File: src/rtl/_arb4way16_pkg.sv
// rtl/_arb4way16_pkg.sv - shared state codes and requester index codes for the 4-way arbiter
package _arb4way16_pkg;

   localparam int ARB_N = 4;

   typedef enum logic {
      ARB_IDLE = 1'b0,
      ARB_BUSY = 1'b1
   } arb_state_t;

   typedef logic [0:1] arb_idx_t;

   localparam arb_idx_t IDX_A = 2'd0;
   localparam arb_idx_t IDX_B = 2'd1;
   localparam arb_idx_t IDX_C = 2'd2;
   localparam arb_idx_t IDX_D = 2'd3;

endpackage

File: src/rtl/_arb4way16_rr_pick4.sv
// rtl/_arb4way16_rr_pick4.sv - round-robin winner search starting one past ptr, skipping masked requesters
module _rr_pick4
   import _arb4way16_pkg::*;
(
   input  logic [0:3] req,
   input  arb_idx_t   ptr,
   input  logic [0:3] mask,
   output logic       any,
   output arb_idx_t   idx
);

   logic [0:3] eligible;
   arb_idx_t   cand;

   assign eligible = req & ~mask;

   // ptr itself is scanned last, so the previous owner has lowest priority
   always_comb begin
      any  = 1'b0;
      idx  = ptr;
      cand = ptr;
      for (int k = 1; k <= ARB_N; k++) begin
         cand = ptr + 2'(k);
         if (!any && eligible[cand]) begin
            any = 1'b1;
            idx = cand;
         end
      end
   end

endmodule

File: src/rtl/_dmux4way.sv
// rtl/_dmux4way.sv - 1-to-4 demultiplexer, routes in to the output picked by sel
module _dmux4way (
   input  logic       in,
   input  logic [0:1] sel,
   output logic       a,
   output logic       b,
   output logic       c,
   output logic       d
);

   assign a = in & (sel == 2'd0);
   assign b = in & (sel == 2'd1);
   assign c = in & (sel == 2'd2);
   assign d = in & (sel == 2'd3);

endmodule

File: src/rtl/_mux4way16.sv
// rtl/_mux4way16.sv - 4-way 16-bit word multiplexer, sel[0] is the MSB
module _mux4way16 (
   input  logic [0:15] a,
   input  logic [0:15] b,
   input  logic [0:15] c,
   input  logic [0:15] d,
   input  logic [0:1]  sel,
   output logic [0:15] out
);

   always_comb begin
      case (sel)
         2'd0:    out = a;
         2'd1:    out = b;
         2'd2:    out = c;
         default: out = d;
      endcase
   end

endmodule

File: src/rtl/_arb4way16.sv
// rtl/_arb4way16.sv - round-robin burst arbiter sharing one 16-bit bus between four requesters
module _arb4way16
   import _arb4way16_pkg::*;
#(
   parameter int MAX_BURST = 8
) (
   input  logic        in_clk,
   input  logic        in_rst_n,
   input  logic [0:3]  in_req,
   input  logic [0:3]  in_last,
   input  logic [0:15] in_a,
   input  logic [0:15] in_b,
   input  logic [0:15] in_c,
   input  logic [0:15] in_d,
   input  logic        in_ready,
   output logic [0:15] out_y,
   output logic        out_valid,
   output logic [0:3]  out_gnt,
   output logic [0:1]  out_sel
);

   arb_state_t state, state_nx;
   arb_idx_t   ptr, ptr_nx;
   arb_idx_t   sel, sel_nx;
   logic [7:0] cnt, cnt_nx, cnt_inc;

   logic       busy;
   logic       xfer;
   logic       burst_end;
   logic       pick_any;
   arb_idx_t   pick_idx;
   arb_idx_t   pick_ptr;

   assign busy    = (state == ARB_BUSY);
   assign out_sel = sel;
   assign cnt_inc = (cnt == 8'hFF) ? cnt : cnt + 8'd1;

   // On a burst end the pointer moves to the owner in the same edge, so search from sel
   assign pick_ptr = busy ? sel : ptr;

   _rr_pick4 u_pick (
      .req  (in_req),
      .ptr  (pick_ptr),
      .mask (out_gnt),
      .any  (pick_any),
      .idx  (pick_idx)
   );

   _mux4way16 u_mux (
      .a   (in_a),
      .b   (in_b),
      .c   (in_c),
      .d   (in_d),
      .sel (sel),
      .out (out_y)
   );

   _dmux4way u_dmux (
      .in  (busy),
      .sel (sel),
      .a   (out_gnt[0]),
      .b   (out_gnt[1]),
      .c   (out_gnt[2]),
      .d   (out_gnt[3])
   );

   always_ff @(posedge in_clk) begin
      if (!in_rst_n) begin
         state <= ARB_IDLE;
         ptr   <= IDX_D;
         sel   <= IDX_A;
         cnt   <= 8'd0;
      end else begin
         state <= state_nx;
         ptr   <= ptr_nx;
         sel   <= sel_nx;
         cnt   <= cnt_nx;
      end
   end

   always_comb begin
      state_nx = state;
      ptr_nx   = ptr;
      sel_nx   = sel;
      cnt_nx   = cnt;
      case (state)
         ARB_IDLE: begin
            if (pick_any) begin
               state_nx = ARB_BUSY;
               sel_nx   = pick_idx;
               cnt_nx   = 8'd0;
            end
         end
         ARB_BUSY: begin
            if (burst_end) begin
               ptr_nx = sel;
               if (pick_any) begin
                  sel_nx = pick_idx;
                  cnt_nx = 8'd0;
               end else begin
                  state_nx = ARB_IDLE;
               end
            end else if (xfer) begin
               cnt_nx = cnt_inc;
            end
         end
      endcase
   end

   always_comb begin
      out_valid = busy & in_req[sel];
      xfer      = out_valid & in_ready;
      burst_end = (xfer & in_last[sel])
                | (xfer & (MAX_BURST != 0) & (cnt_inc == 8'(MAX_BURST)))
                | (busy & ~in_req[sel]);
   end

endmodule
File: config.mk
export PLATFORM = sky130hd
export DESIGN_NAME = _arb4way16
export DESIGN_NICKNAME = d
export VERILOG_FILES = /design/src/rtl/_arb4way16_pkg.sv /design/src/rtl/_arb4way16_rr_pick4.sv /design/src/rtl/_dmux4way.sv /design/src/rtl/_mux4way16.sv /design/src/rtl/_arb4way16.sv
export SDC_FILE = /design/constraint.sdc
export NUM_CORES = 1
export LEC_CHECK = 0
export CORE_ASPECT_RATIO = 0.9
export CORE_MARGIN = 2
export CORE_UTILIZATION = 35
export CTS_CLUSTER_SIZE = 12
export DETAILED_ROUTE_END_ITERATION = 10
export PLACE_DENSITY = 0.78
export SETUP_SLACK_MARGIN = 0.3
export SYNTH_ARGS = -nofsm -noshare
export SYNTH_HDL_FRONTEND = slang
export SYNTH_HIERARCHICAL = 1
export SYNTH_SLANG_ARGS = --single-unit
File: constraint.sdc
create_clock -name in_clk -period 3.4 [get_ports in_clk]
set_input_delay 0.34 -clock in_clk [delete_from_list [all_inputs] [get_ports in_clk]]
set_output_delay 0.34 -clock in_clk [all_outputs]
set_load 0.005 [all_outputs]
==> out/qor.txt <==
Final std cells w/o fill - 288
Die W - 73.2 µm
Fin area - 2520 µm²
Post-detailed-route count of antenna-violating nets - 0
Crit path from - out_sel[1]$_SDFFE_PN0P_
Post-synth net total - 223
Max Cap Viol - 0
Psw - 302 µW
Row cnt - 22
CP peak stage delay - 0.58 ns
Hold-fix buffers, CTS - 0
DP Area - 2470 µm²
Asr flop ratio synth - 0%
Clock-pin slew on the worst setup and hold paths - 0.06 ns
Setup-failing EPs final - 0
Setup TNS - 0 ns
HP Start - ptr[0]$_SDFFE_PN1P_
Seq/Total Area, Yosys - 17.2%
Crit share post-route - 75.6%
Total grt overflow - 0
RSZ-0062 raised after global routing - no
Largest net degree at the start of global routing - 19
Vias/cell - 5.66
Clock sink count - 13
Die Area - 4850 µm²
Slowest CP cell - mux4_1
N_diodes - 0
Initial antenna violation count - 0
Arrival @ worst endpoint - 2.23 ns
CTS Buf Count - 3
Pre-antenna DRT Iters - 4
Post-cts resize count - 0
Warnings, synthesis - 6
Root buffer cell - clkbuf_8
Clock power frac - 15.6%
Cell Pwr Density - 377 nW/µm²
Total Power - 949 µW
VDD IR max - 212 µV
Outcome - finished, final reports clean
# Post-CTS Setup Buffers - 0
Fmax - 389 MHz
Design internal power - 647 µW
Post-synth top area share - 17.2%
Hold depth - 2
CP Cell Sequence - buf_4 > mux4_1 > clkdlybuf4s50_1
Main synth FF type - dfxtp_1
Synth unique cells - 52
Setup Crit Path Kind - reg -> out
Synth area leader - dfxtp_1
DRT iter0 DRCs - 53
Slew Limit Fails - 0
CTS H-tree lvls - 1
Initial Utilization - 36.8%
Area grow syn2layout - 67.0%
Synth area leaders - dfxtp_1 (17%), mux4_2 (16%), mux4_1 (12%)
Number of primary I/O pins - 98
Switching share of power - 31.8%
Max-slew headroom - 54.6%
Startpoint types - register
CTS tree - done
Layout cells sized above 1 - 11.7%
Sequential share of power - 20.5%
GRT Total Usage - 19.3%
Total number of vias - 1,630
Cells after Synth - 147
Avg Cell Area, Syn - 10.3 µm²
Port bufs - 97
Hold WC Path Type - reg -> reg
FF/Latch Area - 260 µm²
Post-Route WL - 4.83 mm
Worst-Margin Slew - 0.673 ns
Remaining DRCs - 0
Worst setup EP type - output pin
Wire per inst - 16.8 µm
Die height - 66.3 µm
Fill count - 346
Clock latency on the worst-skew pair - 0.25 ns
Core Region - 4100 µm²
Final hold viol count - 0
Vias in the first global route - 1,427
Gpl congestion - 0.867
Combinational share of power - 63.9%
Lkg Pwr - 0.000949 µW
Clk_skew - 0.00123 ns
FF-to-FF Start - cnt[0]$_SDFFE_PN0P_
Flops & latches, synth - 13
Number of synthesized flops with an enable pin - 0
Multi-input gate area - 1160 µm²
Dpl hpwl - 3.96 mm
# nets final - 317
Reg2Reg Depth - 7
Global-route wire length before repair - 7.18 mm
Minimum clock period - 2.57 ns
Cell area after synthesis - 1510 µm²
Clock Path Buffers - 2
CP Max Fanout - 17
Final Util - 61.4%
Required @ worst endpoint - 3.06 ns
Cells after DPL - 284
-- routing by layer --
metal | GRT usage [%] | up-vias | wire length, µm | share of wire, %
li1 | - | 782 | - | -
met1 | 24.1 | 768 | 2030 | 42
met2 | 33.7 | 75 | 2320 | 48
met3 | 3.51 | 5 | 414 | 8.6
met4 | 5.56 | 0 | 59 | 1.2
met5 | 0 | - | 0 | 0
-- layout by cell type (no fill, tap or decap), types with 2 or more instances in the layout --
cell type	netlist	routed
a21o_1	2	2
a21oi_1	2	2
a2bb2oi_1	2	2
a31oi_1	3	3
and2_1	2	2
and2b_1	3	3
and3_1	4	4
and3b_1	2	2
buf_4	0	2
clkbuf_8	0	3
clkdlybuf4s50_1	0	97
dfxtp_1	13	13
inv_1	2	2
mux2_2	2	2
mux2i_1	6	6
mux4_1	7	7
mux4_2	11	11
nand2_1	10	10
nand2b_1	5	5
nand3_1	4	4
nand3b_1	2	2
nand4_1	5	5
nand4b_1	2	2
nor2_1	7	7
nor2b_1	5	5
nor3_1	8	8
o211ai_1	3	3
o21a_1	2	2
-- cells in the mapped netlist, drive strengths merged (3+ instances only) --
master and count:
o211ai 3, and3 5, dfxtp 13, nand3b 3, nand2 10, nand3 4
and2b 3, nor3 8, mux2i 6, nor2b 5, and2 4, nor2 8
clkbuf 3, a31oi 3, nand4 5, nand2b 5, buf 7, mux4 18
-- final timing paths --
check	slack, ns	endpoint
setup / recovery	0.83	out_y[12]
hold / removal	0.53	ptr[0]$_SDFFE_PN1P_
setup reg to reg	0.92	cnt[0]$_SDFFE_PN0P_
hold reg to reg	0.53	ptr[0]$_SDFFE_PN1P_
-- stage by stage --
stage / setup slack [ns] / hold slack [ns]
after global routing: 0.703 / 0.562
final: 0.830 / 0.527
after CTS: 0.797 / 0.538
after floorplan: 1.20 / 0.476
after global placement: 0.972 / 0.499
after detailed placement: 0.868 / 0.524
-- worst max-delay path: cells and delay by family (launching register included) --
family,cells,cell delay [ns]
buffers and inverters,2,0.85
muxes,1,0.58
DFF,1,0.53
-- area by class of cell --
type,count,area share [%]
Timing Repair Buffer,99,39.1
Sequential cell,13,10.3
Inverter,2,0.298
Multi-Input combinational cell,122,46.1
Clock buffer,4,1.79
Tap cell,48,2.38
-- sequential cells by signal (all words and copies together) (netlist names) --
name and count:
ptr 2, cnt 8, out_sel 2, busy 1
-- logic make-up (layout without fill, tap and decap cells) --
logic type | after synthesis | in the layout | synth area share, %
compound gates | 25 | 25 | 13.5
fa+ha+maj | 1 | 1 | 0.829
buf+inv | 12 | 105 | 5.80
flops | 13 | 13 | 17.2
mux | 26 | 26 | 34.1
simple gates | 70 | 70 | 28.5
-- power by group through the flow --
stage                     combinational (µW)  clock (µW)  sequential, µW
after CTS                                611         148             195
final                                    607         148             195
after floorplan                          332           0             192
after detailed placement                 609           0             199
after global routing                     643         154             200
after global placement                   603           0             199
Note: power is estimated with default switching activity, not from simulation.
